<file path="src/rtl/sram_sp_arbiter_if.sv">
// Bus bundle between the arbiter, its write/read/response clients and the SRAM macro pins.
// The slave modport is the arbiter's view; master is the clients' plus macro side.
interface sram_sp_arbiter_if #(
  parameter int DATA_W = 80,
  parameter int ADDR_W = 8
);
  logic              wr_valid;
  logic              wr_ready;
  logic [ADDR_W-1:0] wr_addr;
  logic [DATA_W-1:0] wr_data;
  logic              rd_valid;
  logic              rd_ready;
  logic [ADDR_W-1:0] rd_addr;
  logic              resp_valid;
  logic              resp_ready;
  logic [DATA_W-1:0] resp_data;
  logic              init_done;
  logic              sram_ceb;
  logic              sram_web;
  logic [ADDR_W-1:0] sram_a;
  logic [DATA_W-1:0] sram_d;
  logic [DATA_W-1:0] sram_q;

  modport slave (
    input  wr_valid, wr_addr, wr_data, rd_valid, rd_addr, resp_ready, sram_q,
    output wr_ready, rd_ready, resp_valid, resp_data, init_done,
           sram_ceb, sram_web, sram_a, sram_d
  );

  modport master (
    output wr_valid, wr_addr, wr_data, rd_valid, rd_addr, resp_ready, sram_q,
    input  wr_ready, rd_ready, resp_valid, resp_data, init_done,
           sram_ceb, sram_web, sram_a, sram_d
  );
endinterface

</file>
<file path="src/rtl/sram_sp_arbiter.sv">
// Single-port SRAM sequencer: zero-fills the macro after reset, then round-robins one
// writer and one reader onto the port, returning read data through a 2-entry FIFO.
module sram_sp_arbiter #(
  parameter int DATA_W  = 80,
  parameter int ADDR_W  = 8,
  parameter int DEPTH   = 256,
  parameter int INIT_EN = 1
) (
  input  logic              clock,
  input  logic              reset_n,
  sram_sp_arbiter_if.slave  bus
);
  typedef enum logic {S_INIT, S_RUN} state_t;

  localparam state_t            RST_STATE = (INIT_EN != 0) ? S_INIT : S_RUN;
  localparam logic [ADDR_W-1:0] LAST_ADDR = ADDR_W'(DEPTH - 1);

  state_t            r_state;
  state_t            w_state_nxt;
  logic [ADDR_W-1:0] r_init_cnt;
  logic              r_init_done;
  logic              r_infl;
  logic              r_prio_rd;
  logic [1:0]        r_occ;
  logic [DATA_W-1:0] r_buf0;
  logic [DATA_W-1:0] r_buf1;

  logic              w_run;
  logic              w_pop;
  logic              w_push;
  logic [2:0]        w_pending;
  logic              w_rd_ok;
  logic              w_wr_elig;
  logic              w_rd_elig;
  logic              w_contend;
  logic              w_gnt_wr;
  logic              w_gnt_rd;
  logic              w_ceb;
  logic              w_web;
  logic [ADDR_W-1:0] w_a;
  logic [DATA_W-1:0] w_d;

  // Credit check counts the read already in flight and the pop happening this cycle.
  assign w_run     = (r_state == S_RUN);
  assign w_pop     = (r_occ != 2'd0) && bus.resp_ready;
  assign w_push    = r_infl;
  assign w_pending = {1'b0, r_occ} + {2'b00, r_infl};
  assign w_rd_ok   = w_pending < (3'd2 + {2'b00, w_pop});

  assign w_wr_elig = w_run && bus.wr_valid;
  assign w_rd_elig = w_run && bus.rd_valid && w_rd_ok;
  assign w_contend = w_wr_elig && w_rd_elig;
  assign w_gnt_wr  = w_wr_elig && !(w_contend && r_prio_rd);
  assign w_gnt_rd  = w_rd_elig && !(w_contend && !r_prio_rd);

  always_comb begin
    w_state_nxt = r_state;
    w_ceb       = 1'b1;
    w_web       = 1'b1;
    w_a         = '0;
    w_d         = '0;
    case (r_state)
      S_INIT: begin
        w_ceb = 1'b0;
        w_web = 1'b0;
        w_a   = r_init_cnt;
        if (r_init_cnt == LAST_ADDR) w_state_nxt = S_RUN;
      end
      default: begin
        if (w_gnt_wr) begin
          w_ceb = 1'b0;
          w_web = 1'b0;
          w_a   = bus.wr_addr;
          w_d   = bus.wr_data;
        end else if (w_gnt_rd) begin
          w_ceb = 1'b0;
          w_a   = bus.rd_addr;
        end
      end
    endcase
  end

  // Macro pins and readies are forced idle while reset is asserted, without waiting for a clock.
  assign bus.sram_ceb   = w_ceb | ~reset_n;
  assign bus.sram_web   = w_web | ~reset_n;
  assign bus.sram_a     = reset_n ? w_a : '0;
  assign bus.sram_d     = reset_n ? w_d : '0;
  assign bus.wr_ready   = reset_n && w_gnt_wr;
  assign bus.rd_ready   = reset_n && w_gnt_rd;
  assign bus.resp_valid = (r_occ != 2'd0);
  assign bus.resp_data  = r_buf0;
  assign bus.init_done  = r_init_done;

  always_ff @(posedge clock or negedge reset_n) begin
    if (!reset_n) begin
      r_state     <= RST_STATE;
      r_init_cnt  <= '0;
      r_init_done <= 1'b0;
      r_infl      <= 1'b0;
      r_prio_rd   <= 1'b0;
      r_occ       <= 2'd0;
    end else begin
      r_state <= w_state_nxt;
      if (r_state == S_INIT) r_init_cnt <= r_init_cnt + ADDR_W'(1);
      if (w_state_nxt == S_RUN) r_init_done <= 1'b1;
      r_infl <= w_gnt_rd;
      // Only a contended cycle moves the pointer: the loser gets priority next time.
      if (w_contend) r_prio_rd <= w_gnt_wr;
      case ({w_push, w_pop})
        2'b10:   r_occ <= r_occ + 2'd1;
        2'b01:   r_occ <= r_occ - 2'd1;
        default: r_occ <= r_occ;
      endcase
    end
  end

  // Response storage: r_buf0 is always the head; contents are don't-care when empty.
  always_ff @(posedge clock) begin
    if (w_push && w_pop) begin
      if (r_occ == 2'd2) begin
        r_buf0 <= r_buf1;
        r_buf1 <= bus.sram_q;
      end else begin
        r_buf0 <= bus.sram_q;
      end
    end else if (w_pop) begin
      r_buf0 <= r_buf1;
    end else if (w_push) begin
      if (r_occ == 2'd0) r_buf0 <= bus.sram_q;
      else               r_buf1 <= bus.sram_q;
    end
  end
endmodule

</file>
<file path="src/flat_wrapper.sv">
// flat-port wrapper written by rule: the top's interface ports become plain ports
module sram_sp_arbiter_flat 
#(
  parameter int DATA_W  = 80,
  parameter int ADDR_W  = 8,
  parameter int DEPTH   = 256,
  parameter int INIT_EN = 1
)
  (clock, reset_n, bus_wr_valid, bus_wr_addr, bus_wr_data, bus_rd_valid, bus_rd_addr, bus_resp_ready, bus_sram_q, bus_wr_ready, bus_rd_ready, bus_resp_valid, bus_resp_data, bus_init_done, bus_sram_ceb, bus_sram_web, bus_sram_a, bus_sram_d);
  sram_sp_arbiter_if #(.DATA_W(DATA_W), .ADDR_W(ADDR_W)) bus_i ();
  input  logic clock;
  input  logic reset_n;
  input wire logic [$bits(bus_i.wr_valid)-1:0] bus_wr_valid;
  input wire logic [$bits(bus_i.wr_addr)-1:0] bus_wr_addr;
  input wire logic [$bits(bus_i.wr_data)-1:0] bus_wr_data;
  input wire logic [$bits(bus_i.rd_valid)-1:0] bus_rd_valid;
  input wire logic [$bits(bus_i.rd_addr)-1:0] bus_rd_addr;
  input wire logic [$bits(bus_i.resp_ready)-1:0] bus_resp_ready;
  input wire logic [$bits(bus_i.sram_q)-1:0] bus_sram_q;
  output wire logic [$bits(bus_i.wr_ready)-1:0] bus_wr_ready;
  output wire logic [$bits(bus_i.rd_ready)-1:0] bus_rd_ready;
  output wire logic [$bits(bus_i.resp_valid)-1:0] bus_resp_valid;
  output wire logic [$bits(bus_i.resp_data)-1:0] bus_resp_data;
  output wire logic [$bits(bus_i.init_done)-1:0] bus_init_done;
  output wire logic [$bits(bus_i.sram_ceb)-1:0] bus_sram_ceb;
  output wire logic [$bits(bus_i.sram_web)-1:0] bus_sram_web;
  output wire logic [$bits(bus_i.sram_a)-1:0] bus_sram_a;
  output wire logic [$bits(bus_i.sram_d)-1:0] bus_sram_d;
  assign bus_i.wr_valid = bus_wr_valid;
  assign bus_i.wr_addr = bus_wr_addr;
  assign bus_i.wr_data = bus_wr_data;
  assign bus_i.rd_valid = bus_rd_valid;
  assign bus_i.rd_addr = bus_rd_addr;
  assign bus_i.resp_ready = bus_resp_ready;
  assign bus_i.sram_q = bus_sram_q;
  assign bus_wr_ready = bus_i.wr_ready;
  assign bus_rd_ready = bus_i.rd_ready;
  assign bus_resp_valid = bus_i.resp_valid;
  assign bus_resp_data = bus_i.resp_data;
  assign bus_init_done = bus_i.init_done;
  assign bus_sram_ceb = bus_i.sram_ceb;
  assign bus_sram_web = bus_i.sram_web;
  assign bus_sram_a = bus_i.sram_a;
  assign bus_sram_d = bus_i.sram_d;
  sram_sp_arbiter #(.DATA_W(DATA_W), .ADDR_W(ADDR_W), .DEPTH(DEPTH), .INIT_EN(INIT_EN)) u_core (.clock(clock), .reset_n(reset_n), .bus(bus_i));
endmodule
</file>
<file path="config.mk">
export PLATFORM = sky130hd
export DESIGN_NAME = sram_sp_arbiter_flat
export DESIGN_NICKNAME = d
export VERILOG_FILES = /design/src/rtl/sram_sp_arbiter_if.sv /design/src/rtl/sram_sp_arbiter.sv /design/src/flat_wrapper.sv
export SDC_FILE = /design/constraint.sdc
export NUM_CORES = 1
export LEC_CHECK = 0
export BUFFER_PORTS_ARGS = -buffer_cell sky130_fd_sc_hd__buf_4
export CELL_PAD_IN_SITES_DETAIL_PLACEMENT = 1
export CELL_PAD_IN_SITES_GLOBAL_PLACEMENT = 1
export CORE_MARGIN = 2
export CORE_UTILIZATION = 33
export CTS_CLUSTER_DIAMETER = 120
export DETAILED_ROUTE_END_ITERATION = 7
export PLACE_DENSITY_LB_ADDON = 0.1
export REMOVE_ABC_BUFFERS = 1
export SLEW_MARGIN = 20
export SYNTH_ARGS = -nofsm -noshare
export SYNTH_HDL_FRONTEND = slang
export SYNTH_SLANG_ARGS = --single-unit
</file>
<file path="constraint.sdc">
create_clock -name clock -period 15.5 [get_ports clock]
set_input_delay 1.55 -clock clock [delete_from_list [all_inputs] [get_ports clock]]
set_output_delay 1.55 -clock clock [all_outputs]
set_load 0.01 [all_outputs]
</file>
-- Word-level counts from Yosys, hierarchy flattened
Index checks and enable logic that the tools add are counted.
- word-level logic and storage cells: 72
- input bits: 181
- register bits after elaboration: 174
- output and inout port bits: 174
- reductions and logical operators: 23
- equality and inequality tests: 7
- bitwise gates (word level): 3
- order comparisons: 1
- muxes and demuxes: 25
- add/subtract/negate cells: 5
- operators by type and width (kind ; count):
    two-way mux 80 bit ; 13
    two-way mux 8 bit ; 4
    logical AND 1 bit ; 12
    adder 8 x 1 -> 8 bit (second input constant) ; 1
    equality test 8 bit (second input constant) ; 1
    two-way mux 1 bit ; 7
    nonzero test 2 bit ; 3
    nonzero test 3 bit ; 2
    equality test 2 bit (second input constant) ; 2
    != test 2 bit (second input constant) ; 2
    one-hot mux 2 bit (2 select lines) ; 1
    AND reduction 4 bit ; 1
    adder 2 x 1 -> 3 bit ; 1
    adder 2 x 1 -> 3 bit (first input constant) ; 1
    logical NOT 1 bit ; 3
    < comparator 3 bit ; 1
    adder 2 x 1 -> 2 bit (second input constant) ; 1
    equality test 2 x 1 -> 1 bit (second input constant) ; 1
    logical NOT 2 bit ; 1
    != test 2 x 1 -> 1 bit (second input constant) ; 1
    bitwise OR 1 bit ; 2
    AND reduction 2 bit ; 1
    subtractor 2 x 1 -> 2 bit (second input constant) ; 1
    NOT 1 bit ; 1

-- Depth between registers and ports, before layout
Gate-level depths: netlist of run 1.
- depth in word-level cells: 13
- gate-level depth with buffers: 8
- depth with buffers taken out: 6

-- Worst setup path after synthesis of run 1
OpenSTA, ideal clock, no wires.
- kind: input-to-reg
- from: input bus_resp_ready
- to: register u_core.r_buf1[0], enable pin
- required time: 14.557 ns
- slack: 0.160 ns
- buffers on the path: 0
- arrival time: 14.397 ns
- stages: 4
- setup time: 0.943 ns
- cell sequence: o21ai_2 inv_1 ha_1 a2111oi_0
- word-level cells in the longest chain between the ends: 4
- elaborated cells between the ends (all ways): 7
- classes of those cells: 3 x eq/ne; 4 x reduce/logical
- ends and longest elaborated chain (item ; RTL line ; text):
    start: declaration ; flat_wrapper.sv:18 ; input wire logic [$bits(bus_i.resp_ready)-1:0] bus_resp_ready;
    logical AND 1 bit (*) ; sram_sp_arbiter.sv:45 ; assign w_pop = (r_occ != 2'd0) && bus.resp_ready;
    logical AND 1 bit ; sram_sp_arbiter.sv:119 ; if (w_push && w_pop) begin
    != test 2 bit (no source line) (tied with other cells) ; - ;
    AND reduction 4 bit (no source line) (*) ; - ;
    end signal: assignment ; sram_sp_arbiter.sv:122 ; r_buf1 <= bus.sram_q;
    end signal: assignment ; sram_sp_arbiter.sv:130 ; else r_buf1 <= bus.sram_q;
    end: declaration ; sram_sp_arbiter.sv:26 ; logic [DATA_W-1:0] r_buf1;
Every way passes the cells marked *; elsewhere a longest branch is shown, timed or not.
A chain may end at the register's enable or synchronous reset.

-- Worst setup path in the final report of run 1
- from: input bus_resp_ready
- to: output bus_sram_d[65]
- word-level cells in the longest chain between the ends: 11
- ends and longest elaborated chain (item ; RTL line ; text):
    logical AND 1 bit ; sram_sp_arbiter.sv:45 ;
    adder 2 x 1 -> 3 bit ; sram_sp_arbiter.sv:48 ; assign w_rd_ok = w_pending < (3'd2 + {2'b00, w_pop});
    < comparator 3 bit ; sram_sp_arbiter.sv:48 ;
    logical AND 1 bit ; sram_sp_arbiter.sv:51 ; assign w_rd_elig = w_run && bus.rd_valid && w_rd_ok;
    logical AND 1 bit ; sram_sp_arbiter.sv:52 ; assign w_contend = w_wr_elig && w_rd_elig;
    logical AND 1 bit ; sram_sp_arbiter.sv:53 ; assign w_gnt_wr = w_wr_elig && !(w_contend && r_prio_rd);
    logical NOT 1 bit ; sram_sp_arbiter.sv:53 ;
    logical AND 1 bit ; sram_sp_arbiter.sv:53 ;
    two-way mux 80 bit ; sram_sp_arbiter.sv:70 ; if (w_gnt_wr) begin
    two-way mux 80 bit ; sram_sp_arbiter.sv:62 ; case (r_state)
    two-way mux 80 bit ; sram_sp_arbiter.sv:87 ; assign bus.sram_d = reset_n ? w_d : '0;
    end: declaration ; flat_wrapper.sv:28 ; output wire logic [$bits(bus_i.sram_d)-1:0] bus_sram_d;
Every way passes these cells.

==> metrics.yaml, run 1 <==
hold_path_startpoint: "u_core.bus.init_done$_DFFE_PN0P_"
hold_viol: 0
grt_pass1_vias: 5690
final_common_cell: "buf_4"
ys_warn_count: 0
post_cts_buffers: 0
grt_overflow: 0
fin_tns_setup_ns: 0
r2r-start: "u_core.r_occ[0]$_DFFE_PN0P_"
timing.final.crit_period_ns: 5.03
p_per_area_nw_per_um2: 122
synth_area_leaders: "edfxtp_1 65%, mux2_2 11%, and2_1 6.9%, dfrtp_1 4.7%, mux2_1 1.5%"
cap_violations: 0
vias: 5169
synth-compound-area-share_pct: 3.76
wirelength_um: 23800
clk_path_buf_depth: 2
track_usage_pct: 20.0
cp-startpoint: "bus_resp_ready"
cp.required_ns: 13.95
syn_inst: 449
io_pins: 355
ys.flop_type: "edfxtp_1"
synth-edff-count: 160
cts_tree: "yes"
cts_resized: 0
ys_seq_area_share_pct: 69.8
chipHeight_um: 154
gp_congestion: 0.843
synth-xor-area-share_pct: 1.30
worstMarginPinSlew_ns: 0.922
start_util_pct: 33.7
syn_avg_cell_area_um2: 16.4
cts.sinks: 174
areaGrowthSynthToFinish_pct: 47.6
dp_hpwl_um: 17800
syn_area_um2: 7380
cts_made_buffers: 17
skew_ns: 0.0122
layout-drive-gt1-share_pct: 57.1
rows: 54
diodes: 0
synth_top_area_cell: "edfxtp_1"
maxSlewViolCount: 0
synth_top_family_by_area: "multiplexers"
dieArea_um2: 23600
h-tree-depth: 4
holdWs_ns: 0.490
max_freq_ghz: 0.199
async_flop_share_pct: 8.05
final_cell_mix: "355 x buf_4, 160 x edfxtp_1, 81 x and2_1, 71 x mux2_2, 17 x clkbuf_16"
antenna_found_initial: 0
synth_seq_cells: 174
p_leak_uw: 0.00455
preCtsSetupSlack_ns: 10.47
worst_slack_ns: 10.47
arrival_ns: 3.48
min_path_type: "reg2reg"
relSlewSlack_pct: 38.1
drtIter0Drc: 300
yosysUniqueCellTypes: 35
final_nets: 989
clockRootBuffer: "clkbuf_16"
peakVddDrop_uv: 69.2
synth_mux_area_share_pct: 12.4
fin_cells: 1096
fillCellCount: 2268
numPortBuffers: 354
grt_pass1_wl_um: 35500
dieWidth_um: 154
dr.pass1.iters: 6
cp_max_fo: 81
synth-simple-area-share_pct: 9.64
wl_per_cell_um: 21.7
start_kind: "primary input"
endpoint_kind: "output port"
grt_max_degree: 82
setup_violations: 0
viasPerCell: 4.72
drc_errors: 0
criticalPathCategory: "in2out"
hold_buffers: 0
clk_pin_slew_ns: 0.07
synth_top_cell_area_share_pct: 65.1
synthAdderAreaFrac_pct: 0.847
core_um2: 21900
reg2reg_slack_ns: 12.65
clkLatencyLatePin_ns: 0.43
placed_cells: 1064
outcome: "completed"
rsz0062_at_grt: "no"
finalCritPeriodShare_pct: 32.5
ant_nets: 0
## worst max-delay path, stage by stage
cell,delay (ns)
buf_4,0.09
o21ai_2,0.09
o21ai_1,0.74
a31oi_4,0.14
buf_4,0.35
and2_1,0.33
buf_4,0.17
## Yosys cell counts (2+ instances only)
cell type	instances
edfxtp_1	160
and2_1	81
mux2_2	71
dfrtp_1	14
clkbuf_1	12
and3_1	10
mux2_1	10
o21ai_0	10
a21boi_0	8
a41oi_1	8
buf_6	8
nor2b_1	8
xnor2_1	8
ha_1	5
inv_1	4
nand2_1	4
nor2_1	4
nand3_1	3
xor2_1	3
buf_2	2
o21a_1	2
## cell type report
cell class | instances | area (um2) | area share, %
clock buffer | 17 | 425 | 3.90
inverter | 4 | 15.0 | 0.138
sequential | 174 | 5150 | 47.3
tap | 280 | 350 | 3.22
clock inverter | 15 | 173 | 1.58
multi-input combinational | 248 | 2080 | 19.1
timing repair buffer | 358 | 2700 | 24.8
## through the flow
stage	total power, uW	util (%)	cell area, um2
detailed placement	911	47.0	10300
global route	1380	49.8	10900
global placement	902	47.0	10300
finish	1330	49.8	10900
floorplan	765	-	7230
CTS	1350	49.7	10900
## logic make-up (layout without fill, tap and decap cells)
group           count (synthesis)  after routing
flops                         174            174
simple gates                  116            116
fa+ha+maj                       5              5
mux                            81             81
xor+xnor                       11             11
compound gates                 35             35
buf+inv                        27            394
## routing by layer
metal | track usage, % | part of all wire, %
met2 | 35.0 | 51
met1 | 24.7 | 41
met3 | 5.36 | 6.5
met5 | 0 | 0
met4 | 4.81 | 1.1
## flip-flops by register name (all words and copies together), names as in the netlist
signal / count
u_core.r_buf1: 80
u_core.r_infl: 1
u_core.r_state: 1
u_core.r_init_cnt: 8
u_core.r_occ: 2
u_core.bus.resp_data: 80
u_core.r_prio_rd: 1
u_core.bus.init_done: 1
## where the power goes
part	internal, uW	switching, uW
sequential	588	20.7
clock	231	201
combinational	144	140
## worst paths after layout
check | depth (start not counted) | to
worst max-delay path | 7 | bus_sram_d[65]
worst min-delay path | 1 | u_core.bus.init_done$_DFFE_PN0P_
worst max register to register | 6 | u_core.bus.resp_data[74]$_DFFE_PP_
worst min register to register | 1 | u_core.bus.init_done$_DFFE_PN0P_
max in group asynchronous | 1 | u_core.r_init_cnt[7]$_DFFE_PN0N_
min in group asynchronous | 1 | u_core.r_infl$_DFF_PN0_
Power figures use the tool's default switching activity.
==> inputs of run 2 (changes only) <==
- CORE_UTILIZATION: 33 -> 36
- clock period: 15.5 -> 4.81 ns (I/O delays scaled with it)
==> run 2 against run 1 <==
Effect of this change:
- core utilization up 4.4 points
- design area grew 0.20%
- die area shrank 8.1%
==> metrics.yaml, run 2 (synthesis results as in run 1) <==
r2r-start: "u_core.r_occ[0]$_DFFE_PN0P_"
core_um2: 20200  # -7.9%
cp_slowest_cell: "dfrtp_1"
layout-drive-gt1-share_pct: 56.9  # -0.19 points
h-tree-depth: 4  # unchanged
p_leak_uw: 0.00456  # +0.20%
whs_endpoint: "u_core.r_buf1[15]$_DFFE_PP_"
min_path_cells: 1  # unchanged
setup_violations: 0  # unchanged
clk_pin_slew_ns: 0.06  # about the same
max_freq_ghz: 0.289
criticalPathCategory: "reg2out"
antenna_found_initial: 0  # unchanged
grt_util_met1_pct: 22.1  # -2.7 points
grt_busiest_layer: "met2"
viasPerCell: 4.67  # -0.91%
cpPeakStageDelay_ns: 0.50  # -0.24 ns
cts_tree: "yes"
maxSlewViolCount: 0  # unchanged
use_met3_pct: 8.66  # +3.3 points
areaGrowthSynthToFinish_pct: 47.9
min_path_type: "in2reg"
dieWidth_um: 147  # -4.1%
fin_util_pct: 54.1  # +4.4 points
chipHeight_um: 147  # -4.1%
path_cells: "ha_1 > ha_1 > o21ai_1 > a31oi_4 > buf_4 > and2_1 > buf_4"
cp.required_ns: 4.33  # -9.62 ns
cts_resized: 0  # unchanged
ant_nets: 0  # unchanged
hold_viol: 0  # unchanged
reg2reg_slack_ns: 1.97  # -10.68 ns
endpoint_kind: "output port"
relSlewSlack_pct: 43.3  # +5.2 points
cts_made_buffers: 17  # unchanged
final_cell_mix: "355 x buf_4, 160 x edfxtp_1, 81 x and2_1, 71 x mux2_2, 17 x clkbuf_16"
rows: 52  # -3.7%
drc_errors: 0  # unchanged
start_util_pct: 36.6  # +2.9 points
timing.final.crit_period_ns: 3.46
skew_ns: 0.00775  # -0.00441 ns
grt_pass1_wl_um: 34100  # -3.9%
start_kind: "register"
finalCritPeriodShare_pct: 72.0
dieArea_um2: 21700  # -8.1%
clk_path_buf_depth: 2  # unchanged
hold_path_startpoint: "bus_sram_q[15]"
outcome: "completed"
gp_congestion: 0.948  # +12%
peakVddDrop_uv: 179  # +160%
worstMarginPinSlew_ns: 0.845  # -0.0775 ns
clkLatencyLatePin_ns: 0.42  # about the same
clockRootBuffer: "clkbuf_16"
cap_violations: 0  # unchanged
vias: 5080  # -1.7%
r2r_end: "u_core.r_buf1[57]$_DFFE_PP_"
final_common_cell: "buf_4"
dp_hpwl_um: 17500  # -1.8%
diodes: 0  # unchanged
preCtsSetupSlack_ns: 1.79  # -8.68 ns
dr.pass1.iters: 4  # -2
rsz0062_at_grt: "no"
wl_per_cell_um: 21.3  # -1.7%
post_cts_buffers: 0  # unchanged
numPortBuffers: 354  # unchanged
arrival_ns: 2.98  # -0.50 ns
met2_usage_pct: 40.3  # +5.2 points
cp_max_fo: 81  # unchanged
holdWs_ns: 0.245  # -0.244 ns
worst_slack_ns: 1.35  # -9.12 ns
reg2regPathDepth: 5  # -1
cts.sinks: 174  # unchanged
power_uw: 4280  # +220%
io_pins: 355  # unchanged
track_usage_pct: 21.4  # +1.4 points
wirelength_um: 23200  # -2.5%
grt_pass1_vias: 5687  # -0.053%
grt_max_degree: 82  # unchanged
grt_overflow: 0  # unchanged
hold_buffers: 1  # +1
drtIter0Drc: 210  # -30%
p_per_area_nw_per_um2: 392  # +220%
final_nets: 990  # +0.10%
-- run 2: final cells by class --
cell class,count,area [um2]
multi-input combinational,248,2080
inverter,4,15.0
fill,2075,9250
clock inverter,14,166
timing repair buffer,359,2740
sequential,174,5150
clock buffer,18,429
tap,270,338
-- run 2: how the worst max path moves through the flow --
stage	from	endpoint	cells after the start
6_report	u_core.r_occ[0]$_DFFE_PN0P_	bus_sram_d[57]	7
5_1_grt	u_core.r_occ[0]$_DFFE_PN0P_	bus_sram_d[57]	7
4_1_cts	u_core.r_occ[0]$_DFFE_PN0P_	bus_sram_d[57]	7
3_5_place_dp	u_core.r_occ[0]$_DFFE_PN0P_	bus_sram_d[57]	7
3_3_place_gp	u_core.r_occ[0]$_DFFE_PN0P_	bus_sram_d[57]	7
2_1_floorplan	u_core.r_occ[0]$_DFFE_PN0P_	u_core.r_buf1[0]$_DFFE_PP_	4
-- run 2: critical path: cells and delay by family (launching register included) --
kind,cells,cell delay (ns)
buffers and inverters,2,0.64
adders and majority gates,2,0.54
AOI/OAI and AO/OA,2,0.55
DFF,1,0.50
and+or+nand+nor,1,0.28
-- run 2: through the flow --
step / cell area [um2] / setup TNS, ns / cells
6_report: 10900 / 0 / 1087
5_1_grt: 10900 / 0 / 1087
3_3_place_gp: 10300 / 0 / 1054
3_5_place_dp: 10300 / 0 / 1054
4_1_cts: 10900 / 0 / 1087
2_1_floorplan: 7230 / -950.40 / 426
-- run 2: layer usage --
layer / share of wire, % / vias to the layer above
met2: 55 / 236
met3: 8.8 / 16
li1: - / 2380
met5: 0 / -
met1: 35 / 2448
met4: 1.4 / 0
-- run 2: power by group --
| part | internal, uW | switching, uW | total, uW |
|---|---|---|---|
| logic | 474 | 460 | 934 |
| clock network | 817 | 564 | 1380 |
| registers | 1890 | 66.3 | 1960 |
| total | 3190 | 1090 | 4280 |
==> inputs of run 3 (changes only) <==
- ABC_AREA: unset -> 1
- clock period: 4.81 -> 3.5 ns (I/O delays scaled with it)
==> run 3 against run 2 <==
Effect of this change:
- synthesized cell count up 100%
- core utilization is 2.5 points lower
- largest cell class unchanged
- synthesized area up 17%
- power grew 53%
==> metrics.yaml, run 3 <==
worstMarginPinSlew_ns: 0.983  # +0.139 ns
relSlewSlack_pct: 34.4  # -8.9 points
reg2reg_slack_ns: 0.78  # -1.19 ns
synth_top_area_cell: "edfxtp_1"
synth_seq_cells: 174  # unchanged
clkLatencyLatePin_ns: 0.43  # about the same
final_cell_mix: "362 x buf_4, 245 x nor2_1, 163 x o21ai_0, 160 x edfxtp_1, 100 x inv_1"
drtIter0Drc: 506  # +140%
fillCellCount: 2720  # +31%
clockRootBuffer: "clkbuf_16"
endpoint_kind: "output port"
ant_nets: 0  # unchanged
clk_pin_slew_ns: 0.07  # about the same
fin_cells: 1571  # +45%
dieWidth_um: 159  # +7.9%
ys_warn_count: 0  # unchanged
chipHeight_um: 159  # +7.9%
grt_max_degree: 82  # unchanged
cp_common_cell: "ha_1"
p_per_area_nw_per_um2: 539  # +38%
rsz0062_at_grt: "no"
areaGrowthSynthToFinish_pct: 40.5
dieArea_um2: 25200  # +16%
grt_pass1_wl_um: 47200  # +38%
min_path_type: "in2reg"
dr.pass1.iters: 5  # +1
grt_pass1_vias: 8156  # +43%
hold_path_startpoint: "bus_sram_q[18]"
grt_overflow: 0  # unchanged
reg2regPathDepth: 6  # +1
outcome: "completed"
whs_endpoint: "u_core.r_buf1[18]$_DFFE_PP_"
wirelength_um: 30700  # +33%
seq_area_um2: 5150  # unchanged
setup_violations: 0  # unchanged
cp_max_fo: 81  # unchanged
path_cells: "ha_1 > ha_1 > nor3b_4 > nand3_4 > nand2_1 > inv_2 > nand2_8 > nor2_1 > buf_4"
syn_area_um2: 8630  # +17%
track_usage_pct: 24.1  # +2.7 points
multi_input_area_um2: 2810  # +35%
io_pins: 355  # unchanged
r2r-start: "u_core.r_occ[0]$_DFFE_PN0P_"
cp.buffers_inverters: 2  # unchanged
arrival_ns: 2.77  # -0.21 ns
start_kind: "register"
async_flop_share_pct: 8.05  # unchanged
start_util_pct: 36.8  # +0.17 points
r2r_end: "u_core.bus.resp_data[57]$_DFFE_PP_"
preCtsSetupSlack_ns: 0.816  # -0.973 ns
rows: 56  # +7.7%
vias: 7935  # +56%
timing.final.crit_period_ns: 3.12
cts.sinks: 174  # unchanged
synth-edff-count: 160  # unchanged
numPortBuffers: 354  # unchanged
p_leak_uw: 0.00537  # +18%
worst_slack_ns: 0.378  # -0.970 ns
min_path_cells: 1  # unchanged
synth_top_cell_area_share_pct: 55.7  # -9.4 points
syn_inst: 913  # +100%
synth_area_leaders: "edfxtp_1 56%, nor2_1 11%, o21ai_0 9.5%, o22ai_1 5.8%, inv_1 4.4%"
skew_ns: 0.0138  # +0.00607 ns
peakVddDrop_uv: 318  # +77%
finalCritPeriodShare_pct: 89.2
final_nets: 1422  # +44%
cts_made_buffers: 17  # unchanged
final_common_cell: "buf_4"
cts_tree: "yes"
cpPeakStageDelay_ns: 0.45  # -0.05 ns
syn_avg_cell_area_um2: 9.45  # -43%
antenna_found_initial: 3  # +3
clk_path_buf_depth: 2  # unchanged
viasPerCell: 5.05  # +8.1%
fin_util_pct: 51.7  # -2.5 points
placed_cells: 1535  # +46%
ys.flop_type: "edfxtp_1"
criticalPathCategory: "reg2out"
layout-drive-gt1-share_pct: 32.8  # -24 points
h-tree-depth: 4  # unchanged
critical-path-top-delay-family: "simple AND/OR/NAND/NOR gates"
yosysUniqueCellTypes: 29  # -17%
max_freq_ghz: 0.320
core_um2: 23500  # +16%
ys_seq_area_share_pct: 59.7  # -10 points
drc_errors: 0  # unchanged
hold_viol: 0  # unchanged
dp_hpwl_um: 21000  # +20%
cts_resized: 0  # unchanged
maxSlewViolCount: 0  # unchanged
gp_congestion: 0.893  # -5.8%
cp.required_ns: 3.15  # -1.18 ns
cap_violations: 0  # unchanged
synth_commonest_cells: "245 x nor2_1, 164 x o21ai_0, 160 x edfxtp_1, 101 x inv_1, 80 x o22ai_1"
synth_most_common_cell: "nor2_1"
wl_per_cell_um: 19.5  # -8.3%
cp_slowest_cell: "nor3b_4"
## run 3: cell count changes after synthesis, sizes merged, moves of 10 or more
cell,before,now
nor2,4,245
o21ai,12,164
and3,10,0
nand2,4,31
and2,81,1
clkbuf,12,43
o22ai,0,80
nand3,3,19
inv,4,104
mux2,81,0
## run 3: cell type report
class / count / area share, %
well taps: 319 / 3.29
diodes: 4 / 0.0826
multi-input cells: 572 / 23.2
inverters: 106 / 3.29
repair buffers: 365 / 22.8
flip-flops and latches: 174 / 42.5
clock buffers: 17 / 3.51
clock inverters: 14 / 1.28
## run 3: where the power goes
part	switching [uW]	internal, uW	leakage, uW
clock	847	1060	0.000282
combinational	1210	684	0.00343
sequential	99.1	2630	0.00165
total	2160	4380	0.00537
## run 3: metrics by stage
step	hold WS, ns	setup TNS, ns	power (uW)	cell area, um2
after CTS	0.0879	0	6610	12100
after global routing	0.0850	0	6870	12100
after floorplan	0.0544	-1100.71	3700	8330
final	0.106	0	6540	12100
after global placement	0.282	0	4650	11500
after detailed placement	0.284	0	4700	11500
## run 3: per-layer routing
metal | global-route usage (%) | wire, um
met2 | 41.2 | 15500
met3 | 6.87 | 2130
met4 | 8.67 | 716
met1 | 28.8 | 12300
met5 | 0 | 0
## run 3: worst max-delay path by stage
stage	startpoint	endpoint	slack [ns]	depth (start not counted)
after global placement	u_core.r_occ[0]$_DFFE_PN0P_	u_core.bus.resp_data[54]$_DFFE_PP_	0.80	6
after CTS	u_core.r_occ[0]$_DFFE_PN0P_	bus_sram_d[37]	0.36	9
after global routing	u_core.r_occ[0]$_DFFE_PN0P_	bus_sram_d[68]	0.16	9
after detailed placement	u_core.r_occ[0]$_DFFE_PN0P_	u_core.bus.resp_data[7]$_DFFE_PP_	0.82	6
after floorplan	u_core.r_occ[0]$_DFFE_PN0P_	u_core.r_buf1[0]$_DFFE_PP_	-8.26	7
final	u_core.r_occ[0]$_DFFE_PN0P_	bus_sram_d[70]	0.38	9
## run 3: cells by family after synthesis
logic type,share of synthesized area [%]
AND/OR/NAND/NOR,14.0
AO/OA/AOI/OAI,16.5
XOR/XNOR,1.01
flip-flops,59.7
buffers and inverters,8.12
adder cells (fa/ha/maj),0.725
## run 3: repair_timing
action,CTS,global route
endpoints found under the hold margin,14,0
hold buffers,1,0
buffers inserted,0,0
## run 3: worst reg2reg max path: cells and delay by family (launching register included)
family / cells / cell delay, ns
buf+inv: 3 / 1.14
simple gates: 2 / 0.37
flops: 1 / 0.43
compound gates: 1 / 0.40
